`config.mk`:
```
export PLATFORM = sky130hd
export DESIGN_NAME = seg_scan_decoder
export DESIGN_NICKNAME = d
export VERILOG_FILES = /design/src/rtl/seg_scan_decoder_pkg.sv /design/src/rtl/seg_pattern_decode.sv /design/src/rtl/seg_scan_decoder.sv
export SDC_FILE = /design/constraint.sdc
export NUM_CORES = 1
export LEC_CHECK = 0
export ABC_AREA = 1
export BUFFER_PORTS_ARGS = -buffer_cell sky130_fd_sc_hd__buf_4
export CAP_MARGIN = 5
export CORE_MARGIN = 2
export CORE_UTILIZATION = 55
export DETAILED_ROUTE_END_ITERATION = 8
export PLACE_DENSITY = 0.86
export SYNTH_ARGS = -nofsm -noshare
export SYNTH_HDL_FRONTEND = slang
export SYNTH_SLANG_ARGS = --single-unit
```
`constraint.sdc`:
```
create_clock -name clk -period 4.25 [get_ports clk]
set_input_delay 0.2125 -clock clk [delete_from_list [all_inputs] [get_ports clk]]
set_output_delay 0.2125 -clock clk [all_outputs]
set_load 0.03 [all_outputs]
```
`src/rtl/seg_scan_decoder_pkg.sv`:
```
// seg_pkg: segment pattern table, FSM states and digit count for the scan decoder
package seg_pkg;
    localparam int DIGITS = 8;
    localparam logic [6:0] SEG_PAT [16] = '{
        7'b0000001, 7'b1001111, 7'b0010010, 7'b0000110,
        7'b1001100, 7'b0100100, 7'b1100000, 7'b0001111,
        7'b0000000, 7'b0001100, 7'b1110010, 7'b1100110,
        7'b1011100, 7'b0110100, 7'b1110000, 7'b1111111
    };
    typedef enum logic [1:0] {IDLE, SETTLE, HOLD} state_e;
endpackage

```
`src/rtl/seg_pattern_decode.sv`:
```
// seg_pattern_decode: maps an active-low 7-segment pattern to {valid, nibble}
module seg_pattern_decode
    import seg_pkg::*;
(
    input  logic [6:0] pattern,
    output logic       valid,
    output logic [3:0] nibble
);
    always_comb begin
        valid = 1'b0;
        nibble = 4'd0;
        for (int i = 0; i < 16; i++)
            if (pattern == SEG_PAT[i]) begin
                valid = 1'b1;
                nibble = 4'(i);
            end
    end
endmodule

```
`src/rtl/seg_scan_decoder.sv`:
```
// seg_scan_decoder: recovers digit nibbles and decimal points from a multiplexed 7-segment scan bus
module seg_scan_decoder
    import seg_pkg::*;
#(
    parameter int unsigned SETTLE_CYCLES = 4
) (
    input  logic        clk,
    input  logic        rst,
    input  logic [6:0]  seg_in,
    input  logic [7:0]  an_in,
    input  logic        dp_in,
    output logic [31:0] digits,
    output logic [7:0]  dp_out,
    output logic [7:0]  err_mask,
    output logic        frame_done,
    output logic [7:0]  frame_cnt
);
    localparam logic [7:0] SETTLE_N = 8'(SETTLE_CYCLES);
    logic [7:0] an_q;
    logic [6:0] seg_q;
    logic dp_q;
    state_e state_q, state_d;
    logic [15:0] lat_q, lat_d;
    logic [7:0] cnt_q, cnt_d, seen_q, seen_d, dp_out_q, dp_out_d, err_q, err_d, frame_cnt_q, frame_cnt_d;
    logic [31:0] digits_q, digits_d;
    logic frame_done_q, frame_done_d;
    logic [15:0] sample;
    logic one_hot, capture, valid;
    logic [3:0] nibble;
    logic [7:0] cap_mask;

    assign sample = {an_q, seg_q, dp_q};
    assign one_hot = $onehot(~an_q);

    seg_pattern_decode u_decode (
        .pattern(seg_q),
        .valid  (valid),
        .nibble (nibble)
    );

    always_comb begin
        state_d = state_q;
        lat_d = lat_q;
        cnt_d = cnt_q;
        if (state_q != IDLE && sample == lat_q)
            cnt_d = (state_q == SETTLE) ? cnt_q + 8'd1 : cnt_q;
        else if (one_hot) begin
            state_d = SETTLE;
            lat_d = sample;
            cnt_d = 8'd1;
        end else begin
            state_d = IDLE;
            cnt_d = 8'd0;
        end
        capture = state_d == SETTLE && cnt_d == SETTLE_N;
        if (capture)
            state_d = HOLD;
        cap_mask = capture ? ~an_q : 8'd0;
        frame_done_d = &seen_q;
        // a capture landing on the frame boundary starts the next frame
        seen_d = (frame_done_d ? 8'd0 : seen_q) | cap_mask;
        frame_cnt_d = frame_cnt_q + {7'd0, frame_done_d};
        digits_d = digits_q;
        dp_out_d = dp_out_q;
        err_d = err_q;
        for (int i = 0; i < DIGITS; i++)
            if (cap_mask[i]) begin
                if (valid)
                    digits_d[4*i +: 4] = nibble;
                dp_out_d[i] = ~dp_q;
                err_d[i] = ~valid;
            end
    end

    always_ff @(posedge clk or posedge rst) begin
        if (rst) begin
            an_q <= 8'hff;
            seg_q <= 7'h7f;
            dp_q <= 1'b1;
            state_q <= IDLE;
            lat_q <= '0;
            cnt_q <= '0;
            seen_q <= '0;
            digits_q <= '0;
            dp_out_q <= '0;
            err_q <= '0;
            frame_done_q <= 1'b0;
            frame_cnt_q <= '0;
        end else begin
            an_q <= an_in;
            seg_q <= seg_in;
            dp_q <= dp_in;
            state_q <= state_d;
            lat_q <= lat_d;
            cnt_q <= cnt_d;
            seen_q <= seen_d;
            digits_q <= digits_d;
            dp_out_q <= dp_out_d;
            err_q <= err_d;
            frame_done_q <= frame_done_d;
            frame_cnt_q <= frame_cnt_d;
        end
    end

    assign digits = digits_q;
    assign dp_out = dp_out_q;
    assign err_mask = err_q;
    assign frame_done = frame_done_q;
    assign frame_cnt = frame_cnt_q;
endmodule

```
After elaboration in Yosys (flattened, before gate mapping)
Index checks and enable logic that the tools add are counted.
{ "word_totals": {"register_bits": 107, "latchBits": 0, "mem_bits_rw": 0, "mem_bits_ro": 0, "in_bits": 18, "output_inout_bits": 57, "elab_cells": 120, "n_memories": 0} }
{ "classes": {"add_sub_neg": 9, "mul": 0, "div": 0, "n_lt_le_gt_ge": 0, "eq_ne": 20, "n_shift": 0, "muxes": 39, "bitwise": 5, "n_reduce_logical": 14} }
{ "op_table": {"columns": ["cell", "count"], "rows": [
  ["7-bit == test (second input constant)", 8],
  ["4-bit 2-to-1 mux", 8],
  ["8-bit 2-to-1 mux", 4],
  ["1-bit 2-to-1 mux", 19],
  ["2-bit AND reduction", 9],
  ["16-bit == test", 1],
  ["7-bit by 4-bit == test with 1-bit output (second input constant)", 2],
  ["7-bit by 6-bit == test with 1-bit output (second input constant)", 2],
  ["3-bit 2-to-1 mux", 4],
  ["1-bit by 1-bit adder with 2-bit output", 4],
  ["8-bit by 1-bit adder with 8-bit output", 1],
  ["8-bit by 1-bit adder with 8-bit output (second input constant)", 1],
  ["8-bit by 3-bit == test with 1-bit output (second input constant)", 1],
  ["2-bit 2-to-1 mux", 4],
  ["8-bit inverter", 1],
  ["8-bit bitwise OR", 1],
  ["8-bit AND reduction", 1],
  ["7-bit by 1-bit == test with 1-bit output (second input constant)", 1],
  ["7-bit by 3-bit == test with 1-bit output (second input constant)", 1],
  ["7-bit by 5-bit == test with 1-bit output (second input constant)", 1],
  ["7-bit zero test", 1],
  ["2-bit by 2-bit adder with 3-bit output", 2],
  ["3-bit by 3-bit adder with 4-bit output", 1],
  ["2-bit by 1-bit == test with 1-bit output (second input constant)", 2],
  ["4 further kinds", 7]
]} }

Longest topological paths before layout
{ "depth": {"word_depth": 18, "mapped_depth": 19, "mapped_depth_nobuf": 18} }

Hierarchy
From an unflattened synthesis, not the netlist that was laid out.
{ "hier_totals": {"cells_unflattened": 680, "hier_area_um2": 5452.7} }
{ "by_module_without_submodules": {"columns": ["module", "n_inst", "cells_each", "area_per_inst_um2", "seq_area_each_um2"], "rows": [
  ["seg_scan_decoder", 1, 610, 5136.2, 2697.6],
  ["seg_pattern_decode", 1, 70, 316.6, 0.0]
]} }

Least setup slack after synthesis
Ideal clock, no wire load.
{ "synth_path": {"path_type": "reg2reg", "from": "register an_q[1]", "to": "register err_q[6] (netlist: err_mask[6])", "setup_time_ns": 0.118, "t_arrival_ns": 3.570, "required_time_ns": 4.132, "slack_ns": 0.562, "stages_incl_launch_ff": 17, "n_path_buf": 1, "synth_period_minus_slack_ns": 3.688, "cell_sequence": "dfstp_2 > fa_1 > inv_1 > fa_1 > fa_1 > ha_1 > inv_1 > fa_1 > nand3_1 > a21oi_1 > nand2_4 > o21ai_1 > o21a_2 > buf_4 > nand3_1 > nand2_1 > nand2_1"} }
{ "synth_between": {"elab_chain_cells": 10, "word_cells_on_any_way": 15, "cone_classes": "add/sub (3); eq/ne (4); mux (5); bitwise (1); reduce/logical (2)"} }
{ "synth_lines": {"columns": ["element", "line_no", "source"], "rows": [
  ["from (decl)", "seg_scan_decoder.sv:19", "logic [7:0] an_q;"],
  ["from (signal assigned)", "seg_scan_decoder.sv:90", "an_q <= an_in;"],
  ["8-bit inverter", "seg_scan_decoder.sv:33", "assign one_hot = $onehot(~an_q);"],
  ["1-bit by 1-bit adder with 2-bit output (not written as such)", "seg_scan_decoder.sv:33", null],
  ["2-bit by 2-bit adder with 3-bit output (not written as such)", "seg_scan_decoder.sv:33", null],
  ["3-bit by 3-bit adder with 4-bit output (not written as such)", "seg_scan_decoder.sv:33", null],
  ["4-bit by 1-bit == test with 1-bit output", "seg_scan_decoder.sv:33", null],
  ["1-bit 2-to-1 mux", "seg_scan_decoder.sv:47", "else if (one_hot) begin"],
  ["8-bit 2-to-1 mux or 2-bit 2-to-1 mux (tied branches)", "seg_scan_decoder.sv:45", "if (state_q != IDLE && sample == lat_q)"],
  ["8-bit by 3-bit == test with 1-bit output or 2-bit by 1-bit == test with 1-bit output (tied branches)", "seg_scan_decoder.sv:55", "capture = state_d == SETTLE && cnt_d == SETTLE_N;"],
  ["1-bit logical AND (*)", "seg_scan_decoder.sv:55", null],
  ["8-bit 2-to-1 mux (*)", "seg_scan_decoder.sv:58", "cap_mask = capture ? ~an_q : 8'd0;"],
  ["to (signal assigned)", "seg_scan_decoder.sv:99", "err_q <= err_d;"],
  ["to (decl)", "seg_scan_decoder.sv:24", "logic [7:0] cnt_q, cnt_d, seen_q, seen_d, dp_out_q, dp_out_d, err_q, err_d, frame_cnt_q, frame_cnt_d;"]
]} }
Every way passes the cells marked *; elsewhere a longest branch is shown, timed or not.
A chain may end at the register's enable or synchronous reset.

Worst setup path after layout
{ "layout_path": {"from": "register an_q[1]", "to": "register err_q[5] (netlist: err_mask[5])"} }
The elaborated chain is that of the path after synthesis.

==> run summary <==
Status - complete, no violations
DRC Markers - 0
Layout area overhead - 17.6%
#FFs+latches synth - 107
DP Wirelength - 9660 microns
Via-per-instance ratio - 5.51
DRT Pass-1 Iters - 5
Most common cell after layout, fill and taps aside - nand2_1
Crit-path cells - fa_1, inv_1, fa_1, fa_1, ha_1, inv_1, fa_1, nand3_1, a21oi_1, nand2_4, o21ai_1, o21a_2, nand3_1, nand2_1, nand2_1
Synth Area in Simple Gates - 35.9%
CTS Buffer Depth - 2
Worst IR Drop VDD - 0.000238 V
Commonest non-fill, non-tap cells in the layout - 226 x nand2_1, 91 x dfrtp_1, 77 x buf_4
Die Span X - 105 microns
Share of layout cells above drive strength 1 - 21.4%
Tcrit/Tclk final - 94.3%
Setup TNS - 0 ps
GP Congestion - 0.947
Synth Area in Compound Gates - 3.46%
Unrepaired setup endpoints after global routing - false
Ports - 75
Leakage power - 3.58 nW
Critical path class - flop to flop
Mux cell area share after synthesis - 0%
Async S/R FF share, synth - 100%
Post-CTS setup repair buffer count - 0
Die Area - 11,100 sq um
Via count - 5,011
Setup-failing EPs final - 0
Core Area - 9860 sq um
CTS tree - built
Netlist cell types - 36
Iter 0 DRT Violations - 309
Reg clk slew, reported paths - 110 ps
Post-synth EDFFs - 0
Worst path bufs/invs - 2
Syn Area/Cell - 8.20 sq um
Setup crit end kind - flop
Post-synthesis sequential area ratio - 47.8%
Vias in the first global route - 4,895
Clk Latency, worst-skew pair - 380 ps
Power Density - 363 nW/um^2
Place WS - 310 ps
Worst-Margin Slew - 877 ps
Min-delay worst type - input port to asynchronous set/reset pin
H-tree levels - 3
Count of final hold-check violations - 0
CP startpoint kind - flop
Routed Antenna Nets - 0
Clock Sinks - 107
Antenna cells - 0
Net Count, Synth - 717
All-layer global routing usage - 25.8%
Pins over their slew limit - 0
Num CTS Buffers - 9
Top Family by Delay on Critical Path - adder cells
Max cap viols - 0
Setup ws final - 242 ps
Slew HR - 41.5%
Synthesized area - 5650 sq um
Vert. Die Dim - 105 microns
Post-Synth Adder-Cell Area - 2.75%
Peak Freq - 0.249 GHz
Root Buffer - clkbuf_8
Drt total wl - 13,700 microns
Setup Skew - 15.5 ps
Largest family of logic cells by synthesized area - simple AND/OR/NAND/NOR gates
CP most frequent cell - fa_1
Critical path arrival - 4280 ps
Initial antenna violation count - 0
Port bufs - 74
Global-route wire length before repair - 23,000 microns
Post-synthesis xor/xnor area fraction - 2.02%
Tmin final - 4010 ps
Pin count of the biggest net entering global routing - 58
Synth Flop Type - dfrtp_1
Syn Inst Count - 689
# rows - 36
Hold_ws - 462 ps
Crit path required time - 4530 ps
NumNets Final - 800
WL/cell - 15.1 microns
CP max FO - 16
Initial Util - 57.3%
Total grt overflow - 0
Warnings, synthesis - 0
CP max stage cell - dfstp_2
Critical Path Max Stage Delay - 580 ps
-- Yosys cell counts (2+ instances only) --
library cell / number / share of area (%)
a21oi_1: 4 / 0.35
buf_2: 6 / 0.53
buf_4: 3 / 0.40
buf_6: 3 / 0.60
clkbuf_1: 11 / 0.73
dfrtp_1: 91 / 40
dfstp_2: 16 / 7.4
fa_1: 4 / 1.4
ha_1: 6 / 1.3
inv_1: 70 / 4.7
inv_2: 17 / 1.1
nand2_1: 226 / 15
nand2_2: 10 / 1.1
nand2_4: 2 / 0.40
nand3_1: 35 / 3.1
nand3_4: 2 / 0.62
nand4_1: 54 / 6.0
nand4_4: 8 / 3.0
nor2_1: 51 / 3.4
nor2_2: 8 / 0.89
nor2_4: 2 / 0.40
nor3_1: 6 / 0.53
nor3_2: 3 / 0.53
nor4_1: 2 / 0.22
o21ai_0: 26 / 2.3
o21ai_1: 2 / 0.18
xnor2_1: 5 / 0.78
xor2_1: 8 / 1.2
-- layout make-up --
| cell class | instances | area (sq um) |
|---|---|---|
| fillers | 779 | 3220 |
| flip-flops and latches | 107 | 2700 |
| multi-input cells | 471 | 2490 |
| repair buffers | 95 | 768 |
| inverters | 88 | 333 |
| well taps | 133 | 166 |
| clock buffers | 10 | 128 |
| clock inverters | 6 | 56.3 |
-- stage by stage --
| step | cells | total power, W | util (%) | instance area [sq um] |
|---|---|---|---|---|
| floorplan | 689 | 0.00167 | - | 5650 |
| global route | 910 | 0.00256 | 67.3 | 6640 |
| global placement | 877 | 0.00178 | 63.7 | 6290 |
| finish | 910 | 0.00241 | 67.3 | 6640 |
| CTS | 910 | 0.00241 | 67.3 | 6640 |
| detailed placement | 877 | 0.00180 | 63.7 | 6290 |
-- cell families (layout without fill, tap and decap cells) --
kind of cell    count (synthesis)  in the layout
simple gates                  412            412
xor+xnor                       13             13
flops                         107            107
buf+inv                       111            199
fa+ha+maj                      10             10
compound gates                 36             36
-- state kept, by name (all words and copies together) (netlist names) --
register / flops
digits: 32
dp_out: 8
frame_done: 1
seen_q: 8
state_q: 2
frame_cnt: 8
cnt_q: 8
err_mask: 8
dp_q: 1
an_q: 8
lat_q: 16
seg_q: 7
-- where the power goes --
| group | total (W) | switching (W) | internal, W |
|---|---|---|---|
| clock | 0.000604 | 0.000377 | 0.000226 |
| sequential | 0.00119 | 0.0000789 | 0.00111 |
| combinational | 0.000618 | 0.000410 | 0.000208 |
| total | 0.00241 | 0.000867 | 0.00155 |
-- timing repair --
item                                   4_1_cts  5_1_grt
gates resized for setup                      0        0
hold buffers                                17        0
setup endpoints to repair                    0        0
endpoints found under the hold margin       66        0
-- path summary, 6_finish.rpt --
path                           start  cells after the start           end  slack [ps]
hold reg to reg            dp_out[2]                      2     dp_out[2]         480
max in group asynchronous        rst                      4      lat_q[3]        2610
min in group clk           dp_out[2]                      2     dp_out[2]         480
setup / recovery             an_q[1]                     15   err_mask[5]         240
hold / removal                   rst                      3  frame_cnt[3]         460
setup reg to reg             an_q[1]                     15   err_mask[5]         240
-- worst reg2reg max path, delay by kind of cell (launching register included) --
kind,cells,cell delay (ps)
flops,1,580
simple gates,5,450
compound gates,3,680
fa+ha+maj,5,2040
buf+inv,2,160
-- layer usage --
layer | vias to the layer above | share of wire [%] | GRT usage, %
met3 | 29 | 5.8 | 3.96
met4 | 0 | 1.9 | 8.00
li1 | 2372 | - | -
met2 | 190 | 50 | 44.5
met5 | - | 0 | 0
met1 | 2420 | 42 | 33.4
No activity file was read; power rests on OpenSTA's default activity.
